--- src/rtl/inta_sequencer.sv ---
`default_nettype none
// ============================================================================
// Module      : inta_sequencer
// Description : Interrupt-acknowledge sequencer for an 8259-style controller.
//               Raises INT on a pending request, tracks the two INTA pulses,
//               freezes the winning level and configuration, drives the
//               cascade bus (master), selects on the cascade bus (slave),
//               presents the vector byte and pulses the in-service register.
//               Optional macro INTA_TIMEOUT_EN adds an 8-bit GAP watchdog
//               that aborts after 255 GAP cycles without a second INTA.
// Revision    : 1.0 - initial release
// ============================================================================
module inta_sequencer (
  input  logic       CLK,
  input  logic       RST_N,
  input  logic       INTA_N,
  input  logic       PEND,
  input  logic [7:0] IRQ_HI,
  input  logic       SNGL,
  input  logic       SP_EN,
  input  logic       AEOI,
  input  logic [7:0] ICW3,
  input  logic [7:0] ICW2,
  input  logic [2:0] CAS_IN,
  output logic [2:0] CAS_OUT,
  output logic       CAS_OE,
  output logic [7:0] DATA_OUT,
  output logic       DATA_OE,
  output logic       INT,
  output logic       BUSY,
  output logic [7:0] ISR_SET,
  output logic [7:0] EOI_CLR
);

  // Sequence states
  localparam logic [2:0] S_IDLE = 3'd0;
  localparam logic [2:0] S_REQ  = 3'd1;
  localparam logic [2:0] S_ACK1 = 3'd2;
  localparam logic [2:0] S_GAP  = 3'd3;
  localparam logic [2:0] S_ACK2 = 3'd4;
  localparam logic [2:0] S_DONE = 3'd5;

`ifdef INTA_TIMEOUT_EN
  // Last GAP cycle count value before the abort fires (255th GAP cycle)
  localparam logic [7:0] C_GAP_LAST = 8'd254;
`endif

  logic [2:0] state_q, state_d;
  logic       inta_prev_q;
  logic [2:0] lvl_q, lvl_d;
  logic       spur_q, spur_d;
  logic       sngl_q, sngl_d;
  logic       sp_q, sp_d;
  logic [7:0] icw3_q, icw3_d;
  logic [7:0] icw2_q, icw2_d;
  logic       sel_q, sel_d;
  logic       isr_fired_q, isr_fired_d;
  logic [7:0] isr_set_q, isr_set_d;
  logic [7:0] eoi_clr_q, eoi_clr_d;
`ifdef INTA_TIMEOUT_EN
  logic [7:0] gap_cnt_q, gap_cnt_d;
`endif

  logic       inta_fall;
  logic       inta_rise;
  logic [2:0] irq_lvl;
  logic       irq_none;
  logic [7:0] lvl_onehot;
  logic [7:0] irq_onehot;
  logic       is_master;
  logic       is_slave;
  logic       cas_route;
  logic       resp;
  logic       in_ack;
  logic       slave_hit;

  // INTA edge detection against the previous-cycle strobe value
  assign inta_fall = inta_prev_q & ~INTA_N;
  assign inta_rise = ~inta_prev_q & INTA_N;

  // Lowest set bit of IRQ_HI wins; an empty request encodes as level 7
  always_comb begin
    irq_lvl = 3'd7;
    for (int i = 7; i >= 0; i--) begin
      if (IRQ_HI[i]) irq_lvl = 3'(i);
    end
  end

  assign irq_none   = (IRQ_HI == 8'h00);
  assign irq_onehot = 8'b1 << irq_lvl;
  assign lvl_onehot = 8'b1 << lvl_q;

  // Role decode from the frozen configuration
  assign is_master = ~sngl_q & sp_q;
  assign is_slave  = ~sngl_q & ~sp_q;
  assign cas_route = is_master & icw3_q[lvl_q];
  assign resp      = sngl_q | (is_master & ~icw3_q[lvl_q]) | (is_slave & sel_q);
  assign in_ack    = (state_q == S_ACK1) | (state_q == S_GAP) | (state_q == S_ACK2);

  // Slave selection uses the frozen slave ID, sampled at the second fall
  assign slave_hit = is_slave & (CAS_IN == icw3_q[2:0]);

  // Next-state, freeze capture and in-service pulse generation
  always_comb begin
    state_d     = state_q;
    lvl_d       = lvl_q;
    spur_d      = spur_q;
    sngl_d      = sngl_q;
    sp_d        = sp_q;
    icw3_d      = icw3_q;
    icw2_d      = icw2_q;
    sel_d       = sel_q;
    isr_fired_d = isr_fired_q;
    isr_set_d   = 8'h00;
    eoi_clr_d   = 8'h00;
`ifdef INTA_TIMEOUT_EN
    gap_cnt_d   = gap_cnt_q;
`endif
    case (state_q)
      S_IDLE: begin
        // INTA activity is deliberately ignored here
        if (PEND) state_d = S_REQ;
      end
      S_REQ: begin
        // The acknowledge fall wins over a request that just went away
        if (inta_fall) begin
          state_d     = S_ACK1;
          lvl_d       = irq_lvl;
          spur_d      = irq_none;
          sngl_d      = SNGL;
          sp_d        = SP_EN;
          icw3_d      = ICW3;
          icw2_d      = ICW2;
          sel_d       = 1'b0;
          isr_fired_d = 1'b0;
          // Master and single mode mark in-service on the first pulse
          if ((SNGL | SP_EN) & ~irq_none) begin
            isr_set_d   = irq_onehot;
            isr_fired_d = 1'b1;
          end
        end else if (!PEND) begin
          state_d = S_IDLE;
        end
      end
      S_ACK1: begin
        if (inta_rise) begin
          state_d = S_GAP;
`ifdef INTA_TIMEOUT_EN
          gap_cnt_d = 8'd0;
`endif
        end
      end
      S_GAP: begin
        if (inta_fall) begin
          state_d = S_ACK2;
          sel_d   = slave_hit;
          // A selected slave marks in-service on the second pulse
          if (slave_hit & ~spur_q) begin
            isr_set_d   = lvl_onehot;
            isr_fired_d = 1'b1;
          end
`ifdef INTA_TIMEOUT_EN
        end else if (gap_cnt_q == C_GAP_LAST) begin
          state_d = S_IDLE;
        end else begin
          gap_cnt_d = gap_cnt_q + 8'd1;
`endif
        end
      end
      S_ACK2: begin
        if (inta_rise) begin
          state_d = S_DONE;
          // Automatic EOI clears only what this sequence actually set
          if (AEOI & isr_fired_q) eoi_clr_d = lvl_onehot;
        end
      end
      S_DONE: begin
        state_d = S_IDLE;
      end
      default: begin
        state_d = S_IDLE;
      end
    endcase
  end

  // State and frozen-context registers; reset returns everything to idle
  always_ff @(posedge CLK or negedge RST_N) begin
    if (!RST_N) begin
      state_q     <= S_IDLE;
      inta_prev_q <= 1'b1;
      lvl_q       <= 3'd0;
      spur_q      <= 1'b0;
      sngl_q      <= 1'b0;
      sp_q        <= 1'b0;
      icw3_q      <= 8'h00;
      icw2_q      <= 8'h00;
      sel_q       <= 1'b0;
      isr_fired_q <= 1'b0;
      isr_set_q   <= 8'h00;
      eoi_clr_q   <= 8'h00;
`ifdef INTA_TIMEOUT_EN
      gap_cnt_q   <= 8'd0;
`endif
    end else begin
      state_q     <= state_d;
      inta_prev_q <= INTA_N;
      lvl_q       <= lvl_d;
      spur_q      <= spur_d;
      sngl_q      <= sngl_d;
      sp_q        <= sp_d;
      icw3_q      <= icw3_d;
      icw2_q      <= icw2_d;
      sel_q       <= sel_d;
      isr_fired_q <= isr_fired_d;
      isr_set_q   <= isr_set_d;
      eoi_clr_q   <= eoi_clr_d;
`ifdef INTA_TIMEOUT_EN
      gap_cnt_q   <= gap_cnt_d;
`endif
    end
  end

  // Outputs are gated by state so IDLE (and reset) always reads all-zero
  assign INT      = (state_q == S_REQ);
  assign BUSY     = (state_q != S_IDLE);
  assign CAS_OE   = in_ack & cas_route;
  assign CAS_OUT  = CAS_OE ? lvl_q : 3'd0;
  assign DATA_OE  = (state_q == S_ACK2) & resp;
  assign DATA_OUT = DATA_OE ? {icw2_q[7:3], lvl_q} : 8'h00;
  assign ISR_SET  = isr_set_q;
  assign EOI_CLR  = eoi_clr_q;

endmodule
`default_nettype wire
--- config.mk ---
export PLATFORM = sky130hd
export DESIGN_NAME = inta_sequencer
export DESIGN_NICKNAME = d
export VERILOG_FILES = /design/src/rtl/inta_sequencer.sv
export SDC_FILE = /design/constraint.sdc
export NUM_CORES = 1
export LEC_CHECK = 0
export CORE_MARGIN = 5
export CORE_UTILIZATION = 41
export DETAILED_ROUTE_END_ITERATION = 7
export PLACE_DENSITY_LB_ADDON = 0.25
export SKIP_CTS_REPAIR_TIMING = 1
export SLEW_MARGIN = 20
export SYNTH_ARGS = -nofsm -noshare
export SYNTH_HDL_FRONTEND = slang
export SYNTH_SLANG_ARGS = --single-unit
export TNS_END_PERCENT = 50
--- constraint.sdc ---
create_clock -name CLK -period 1.9 [get_ports CLK]
set_input_delay 0.475 -clock CLK [delete_from_list [all_inputs] [get_ports CLK]]
set_output_delay 0.475 -clock CLK [all_outputs]
set_load 0.02 [all_outputs]
==> metrics.txt, run 1 <==
total CTS buffers 5; Synth area leaders dfrtp_1, nand2_1, nor2_1; root buffer cell clkbuf_8; clk_skew 0.00574 ns; Initial DRC Count 50; async set-reset flop share out of synthesis 100%; htree depth 2; Synth Flop Type dfrtp_1; diodes inserted 0; ANT nets after route 0; Initial Util 42.0%; die area 6300 um^2; die span in y 79.4 um; commonest non-fill, non-tap cell in the layout nand2_1; synth warn 0; switching part of the total 35.7%; global route overflow 0; Syn Area/Cell 9.26 um^2; Vias 1814; relative slew slack 70.2%; Worst Tran Pin Value 0.446 ns; Die Wd 79.4 um; clock buffer depth 2; vias in the first global route 1754; first-pass GRT wire length 8140 um; DRC 0; Reg power frac 39.3%; post-DP HPWL 3820 um; peak supply drop 0.000682 V; EDFF count, synth 0; Reg clk slew, reported paths 0.08 ns; combinational group share of total power 41.3%; WP data arrival 1.92 ns; PortBufs 61; Routability Congestion 0.801; Crit Path Class reg -> out; top cell type's share of synthesized area 50.8%; Netlist Area Pre-Place 1970 um^2; DRT Pass-1 Iters 4; crit end category primary output; Total Neg Setup Slack -6.20 ns; min Tclk post-route 2.40 ns; largest net degree at the start of global routing 23; Clock Power Share 19.4%; RSZ-0062 raised after global routing yes; initial antenna violation count 0; final WL 5000 um; Total GRT Usage 16.7%; Pleak 1.43 nW; internal cell power 2.00 mW; Max Clk Rate 417 MHz; Max-cap violations 0; Area Growth Syn to Fin 55.8%; Sw Pwr 1.11 mW; Final Max Tran Viols 0; Via-to-Cell Ratio 5.04; core box area 4690 um^2; part of the cycle the worst path needs 126%; fin worst setup slack -0.495 ns; CTS tree built; drt wl/cell 13.9 um; commonest cells after routing, fill and taps aside nand2_1, clkdlybuf4s50_1, dfrtp_1, buf_4, nor2_1; number of I/O pins 65; Distinct cells, synth 44; type of origin of the critical path flop; Seq/Total Area, Yosys 52.1%; Row Count 25; failing checks setup timing; Mapped Nets 247; final hold viol count 0; fillers 410; layout cells sized above 1 29.1%; CTS Sinks 41; Post-Syn Instances 213; worst hold path class in -> async; final setup violation count 18; Power Total 3.11 mW; Required @ worst endpoint 1.42 ns; Max FO, Critical Path 9; pwr/cell area 1010 nW/um^2; worst-skew pair later-pin latency 0.30 ns; status finished, violations left; cell taking the most area after synthesis dfrtp_1; register bit count reported by yosys 41; nets@finish 339
==> worst max-delay path: stages, from the launching register on <==
cell	delay (ns)
dfrtp_2	0.43
mux4_2	0.51
nand4b_1	0.16
o21ai_4	0.10
buf_12	0.16
nor2b_1	0.12
buf_4	0.15
==> state kept, by name (all words and copies together) (netlist names), 3 cells and up <==
register / flops
EOI_CLR: 8
icw3_q: 8
lvl_q: 3
icw2_q: 5
ISR_SET: 8
state_q: 3
==> path summary, 6_finish.rpt <==
check	startpoint	slack [ns]	to	cells past startpoint
min	RST_N	0.12	lvl_q[2]$_DFFE_PN0P_	1
max in group asynchronous	RST_N	1.24	inta_prev_q$_DFF_PN1_	2
max	lvl_q[0]$_DFFE_PN0P_	-0.50	DATA_OE	6
min reg2reg	icw2_q[6]$_DFFE_PN0P_	0.48	icw2_q[6]$_DFFE_PN0P_	2
min in group CLK	icw2_q[6]$_DFFE_PN0P_	0.48	icw2_q[6]$_DFFE_PN0P_	2
max reg2reg	icw3_q[1]$_DFFE_PN0P_	-0.05	ISR_SET[0]$_DFF_PN0_	5
==> layout make-up <==
| class | count | area [um^2] | share of cell area [%] |
|---|---|---|---|
| Timing Repair Buffer | 95 | 886 | 28.8 |
| Tap cell | 54 | 67.6 | 2.20 |
| Clock buffer | 6 | 82.6 | 2.69 |
| Clock inverter | 2 | 13.8 | 0.448 |
| Sequential cell | 41 | 1030 | 33.5 |
| Multi-Input combinational cell | 158 | 980 | 31.9 |
| Inverter | 4 | 15.0 | 0.489 |
==> kinds of logic (layout without fill, tap and decap cells) <==
group,after synthesis,count (layout),synth area share [%]
AO/OA/AOI/OAI,28,28,10.5
multiplexers,3,3,2.28
XOR/XNOR,4,4,1.78
buffers and inverters,14,107,2.79
flip-flops,41,41,52.1
AND/OR/NAND/NOR,123,123,30.6
==> synthesized netlist by cell type (2+ instances only) <==
cell type	n
nand2_1	64
dfrtp_1	40
nor2_1	21
clkbuf_1	6
and3_1	4
inv_1	4
nand3_1	4
nand3b_1	4
o21ai_0	4
o21ai_1	4
o22ai_1	4
xor2_1	4
a21oi_1	3
nand2b_1	3
nor3_1	3
a21o_1	2
buf_1	2
buf_2	2
mux2_2	2
nand4b_1	2
nor2b_1	2
nor3b_1	2
nor4_1	2
o31a_1	2
o31ai_1	2
or3_4	2
or4_1	2
==> power by group through the flow <==
stage	Combinational, mW	Clock, mW	Sequential [mW]
global placement	1.24	0	1.23
CTS	1.27	0.613	1.22
global route	1.41	0.653	1.25
floorplan	0.690	0	1.23
finish	1.28	0.602	1.22
detailed placement	1.26	0	1.23
==> per-layer routing <==
metal	vias to the layer above	track usage [%]	share of wire [%]
met5	-	0	0
met2	46	28.6	51
li1	912	-	-
met1	847	20.2	42
met4	0	5.33	1.4
met3	9	4.65	5.2
==> per-stage QoR <==
stage	instances	cell area [um^2]	setup slack, ns	hold slack, ns	utilization [%]
finish	360	3070	-0.495	0.116	65.5
global route	360	3070	-0.590	0.130	65.5
CTS	360	3020	-1.00	0.123	64.3
detailed placement	352	2920	-0.664	0.447	62.2
global placement	352	2920	-0.605	0.443	62.2
floorplan	213	2010	-0.0883	0.179	-
Power figures use the tool's default switching activity.
==> inputs of run 2 (changes only) <==
- CTS_CLUSTER_SIZE: not set -> 12
- MAX_ROUTING_LAYER: not set -> met4
==> run 2 against run 1 <==
Compared with the run above: the run still ends with setup timing left; fmax down 0.31%; wire length up 0.72%; die area unchanged; critical path depth unchanged; non-clock buffer count unchanged; cell count unchanged; flip-flop and latch count unchanged; critical endpoint unchanged; largest power group unchanged.
==> metrics.txt, run 2 (synthesized netlist as in run 1, its figures left out) <==
layout cells sized above 1 29.1% (unchanged); failing checks setup timing; PortBufs 61 (unchanged); crit path cell chain mux4_2, nand4b_1, o21ai_4, buf_12, nor2b_1, buf_4; DRT Pass-1 Iters 4 (unchanged); Sw Pwr 1.12 mW (+0.55%); CTS Sinks 41 (unchanged); clock buffer depth 2 (unchanged); Buf/Inv on CP 2 (unchanged); fin worst setup slack -0.503 ns (-0.00740 ns); htree depth 2 (unchanged); Row Count 25 (unchanged); DRC 0 (unchanged); worst-skew pair later-pin latency 0.30 ns (about the same); commonest non-fill, non-tap cell in the layout nand2_1; core box area 4690 um^2 (unchanged); global route overflow 0 (unchanged); commonest cells after routing, fill and taps aside nand2_1, clkdlybuf4s50_1, dfrtp_1, buf_4, nor2_1; diodes inserted 0 (unchanged); Max-cap violations 0 (unchanged); worst hold path class in -> async; Area Growth Syn to Fin 55.8% (unchanged); Power Total 3.11 mW (+0.20%); die span in y 79.4 um (unchanged); min Tclk post-route 2.40 ns (+0.00740 ns); Routability Congestion 0.813 (+1.4%); Initial Util 42.0% (unchanged); ANT nets after route 0 (unchanged); number of I/O pins 65 (unchanged); peak supply drop 0.000683 V (+0.18%); Die Wd 79.4 um (unchanged); Via-to-Cell Ratio 5.03 (-0.11%); fin util 65.5% (unchanged); crit end category primary output; Final Max Tran Viols 0 (unchanged); WP data arrival 1.93 ns (about the same); final setup violation count 18 (unchanged); RSZ-0062 raised after global routing yes; Area after DPL 2920 um^2 (unchanged); clk_skew 0.00596 ns (+0.000215 ns); Total Neg Setup Slack -6.27 ns (-0.0746 ns); Slowest cell on crit path mux4_2; Reg clk slew, reported paths 0.08 ns (about the same); nets@finish 339 (unchanged); relative slew slack 70.1% (-0.10 points); Initial DRC Count 51 (+2.0%); Finished Cell Area 3070 um^2 (unchanged); drt wl/cell 14.0 um (+0.72%); Max Clk Rate 416 MHz (-0.31%); combinational group share of total power 41.3% (about the same); die area 6300 um^2 (unchanged); root buffer cell clkbuf_8; top cell family by delay on the critical path multiplexers; final WL 5040 um (+0.72%); part of the cycle the worst path needs 126% (+0.39 points); switching part of the total 35.8% (+0.13 points); status finished, violations left; critical path's largest stage delay 0.51 ns (about the same); internal cell power 2.00 mW (about the same); post-DP HPWL 3820 um (unchanged); final hold viol count 0 (unchanged); Crit Path Class reg -> out; Vias 1812 (-0.11%); Worst Tran Pin Value 0.448 ns (+0.00151 ns); placed instance count 352 (unchanged); Non-Filler Instances 360 (unchanged); pwr/cell area 1010 nW/um^2 (+0.20%); total CTS buffers 5 (unchanged); Pleak 1.43 nW (unchanged); CTS tree built; Total GRT Usage 17.1% (+0.43 points); Required @ worst endpoint 1.42 ns (about the same); first-pass GRT wire length 8120 um (-0.26%); type of origin of the critical path flop; Reg power frac 39.3% (about the same); initial antenna violation count 0 (unchanged); Clock Power Share 19.4% (about the same); Max FO, Critical Path 9 (unchanged); largest net degree at the start of global routing 23 (unchanged); vias in the first global route 1756 (+0.11%)
run 2: cell counts in the layout (fill, tap and decap cells not counted):
No cell type changed its count.
run 2: layer usage:
| metal | wire length (um) | up-vias | GRT usage, % |
|---|---|---|---|
| met5 | 0 | - | - |
| met4 | 72 | 0 | 5.33 |
| met3 | 258 | 9 | 4.65 |
| met2 | 2600 | 46 | 28.7 |
| met1 | 2110 | 845 | 20.0 |
| li1 | - | 912 | - |
run 2: metrics by stage:
step / hold WS, ns / setup WS (ns)
after floorplan: 0.179 / -0.0883
after global placement: 0.443 / -0.605
after detailed placement: 0.447 / -0.664
after CTS: 0.123 / -1.00
after global routing: 0.130 / -0.591
final: 0.115 / -0.503
run 2: final timing paths:
kind | from | to | slack (ns) | depth (start not counted)
max | lvl_q[0]$_DFFE_PN0P_ | DATA_OE | -0.50 | 6
min | RST_N | lvl_q[2]$_DFFE_PN0P_ | 0.12 | 1
max reg2reg | icw3_q[1]$_DFFE_PN0P_ | ISR_SET[0]$_DFF_PN0_ | -0.05 | 5
min reg2reg | icw2_q[6]$_DFFE_PN0P_ | icw2_q[6]$_DFFE_PN0P_ | 0.48 | 2
max in group asynchronous | RST_N | inta_prev_q$_DFF_PN1_ | 1.24 | 2
min in group CLK | icw2_q[6]$_DFFE_PN0P_ | icw2_q[6]$_DFFE_PN0P_ | 0.48 | 2
run 2: area by class of cell:
| cell class | instances | area, um^2 |
|---|---|---|
| Timing Repair Buffer | 95 | 886 |
| Multi-Input combinational cell | 158 | 980 |
| Inverter | 4 | 15.0 |
| Sequential cell | 41 | 1030 |
| Fill cell | 410 | 1620 |
| Tap cell | 54 | 67.6 |
| Clock buffer | 6 | 82.6 |
| Clock inverter | 2 | 13.8 |
run 2: power groups by stage:
stage / Clock (mW) / Sequential (mW) / Combinational [mW]
floorplan: 0 / 1.23 / 0.690
global placement: 0 / 1.23 / 1.24
detailed placement: 0 / 1.23 / 1.26
CTS: 0.613 / 1.22 / 1.27
global route: 0.653 / 1.25 / 1.41
finish: 0.603 / 1.22 / 1.29
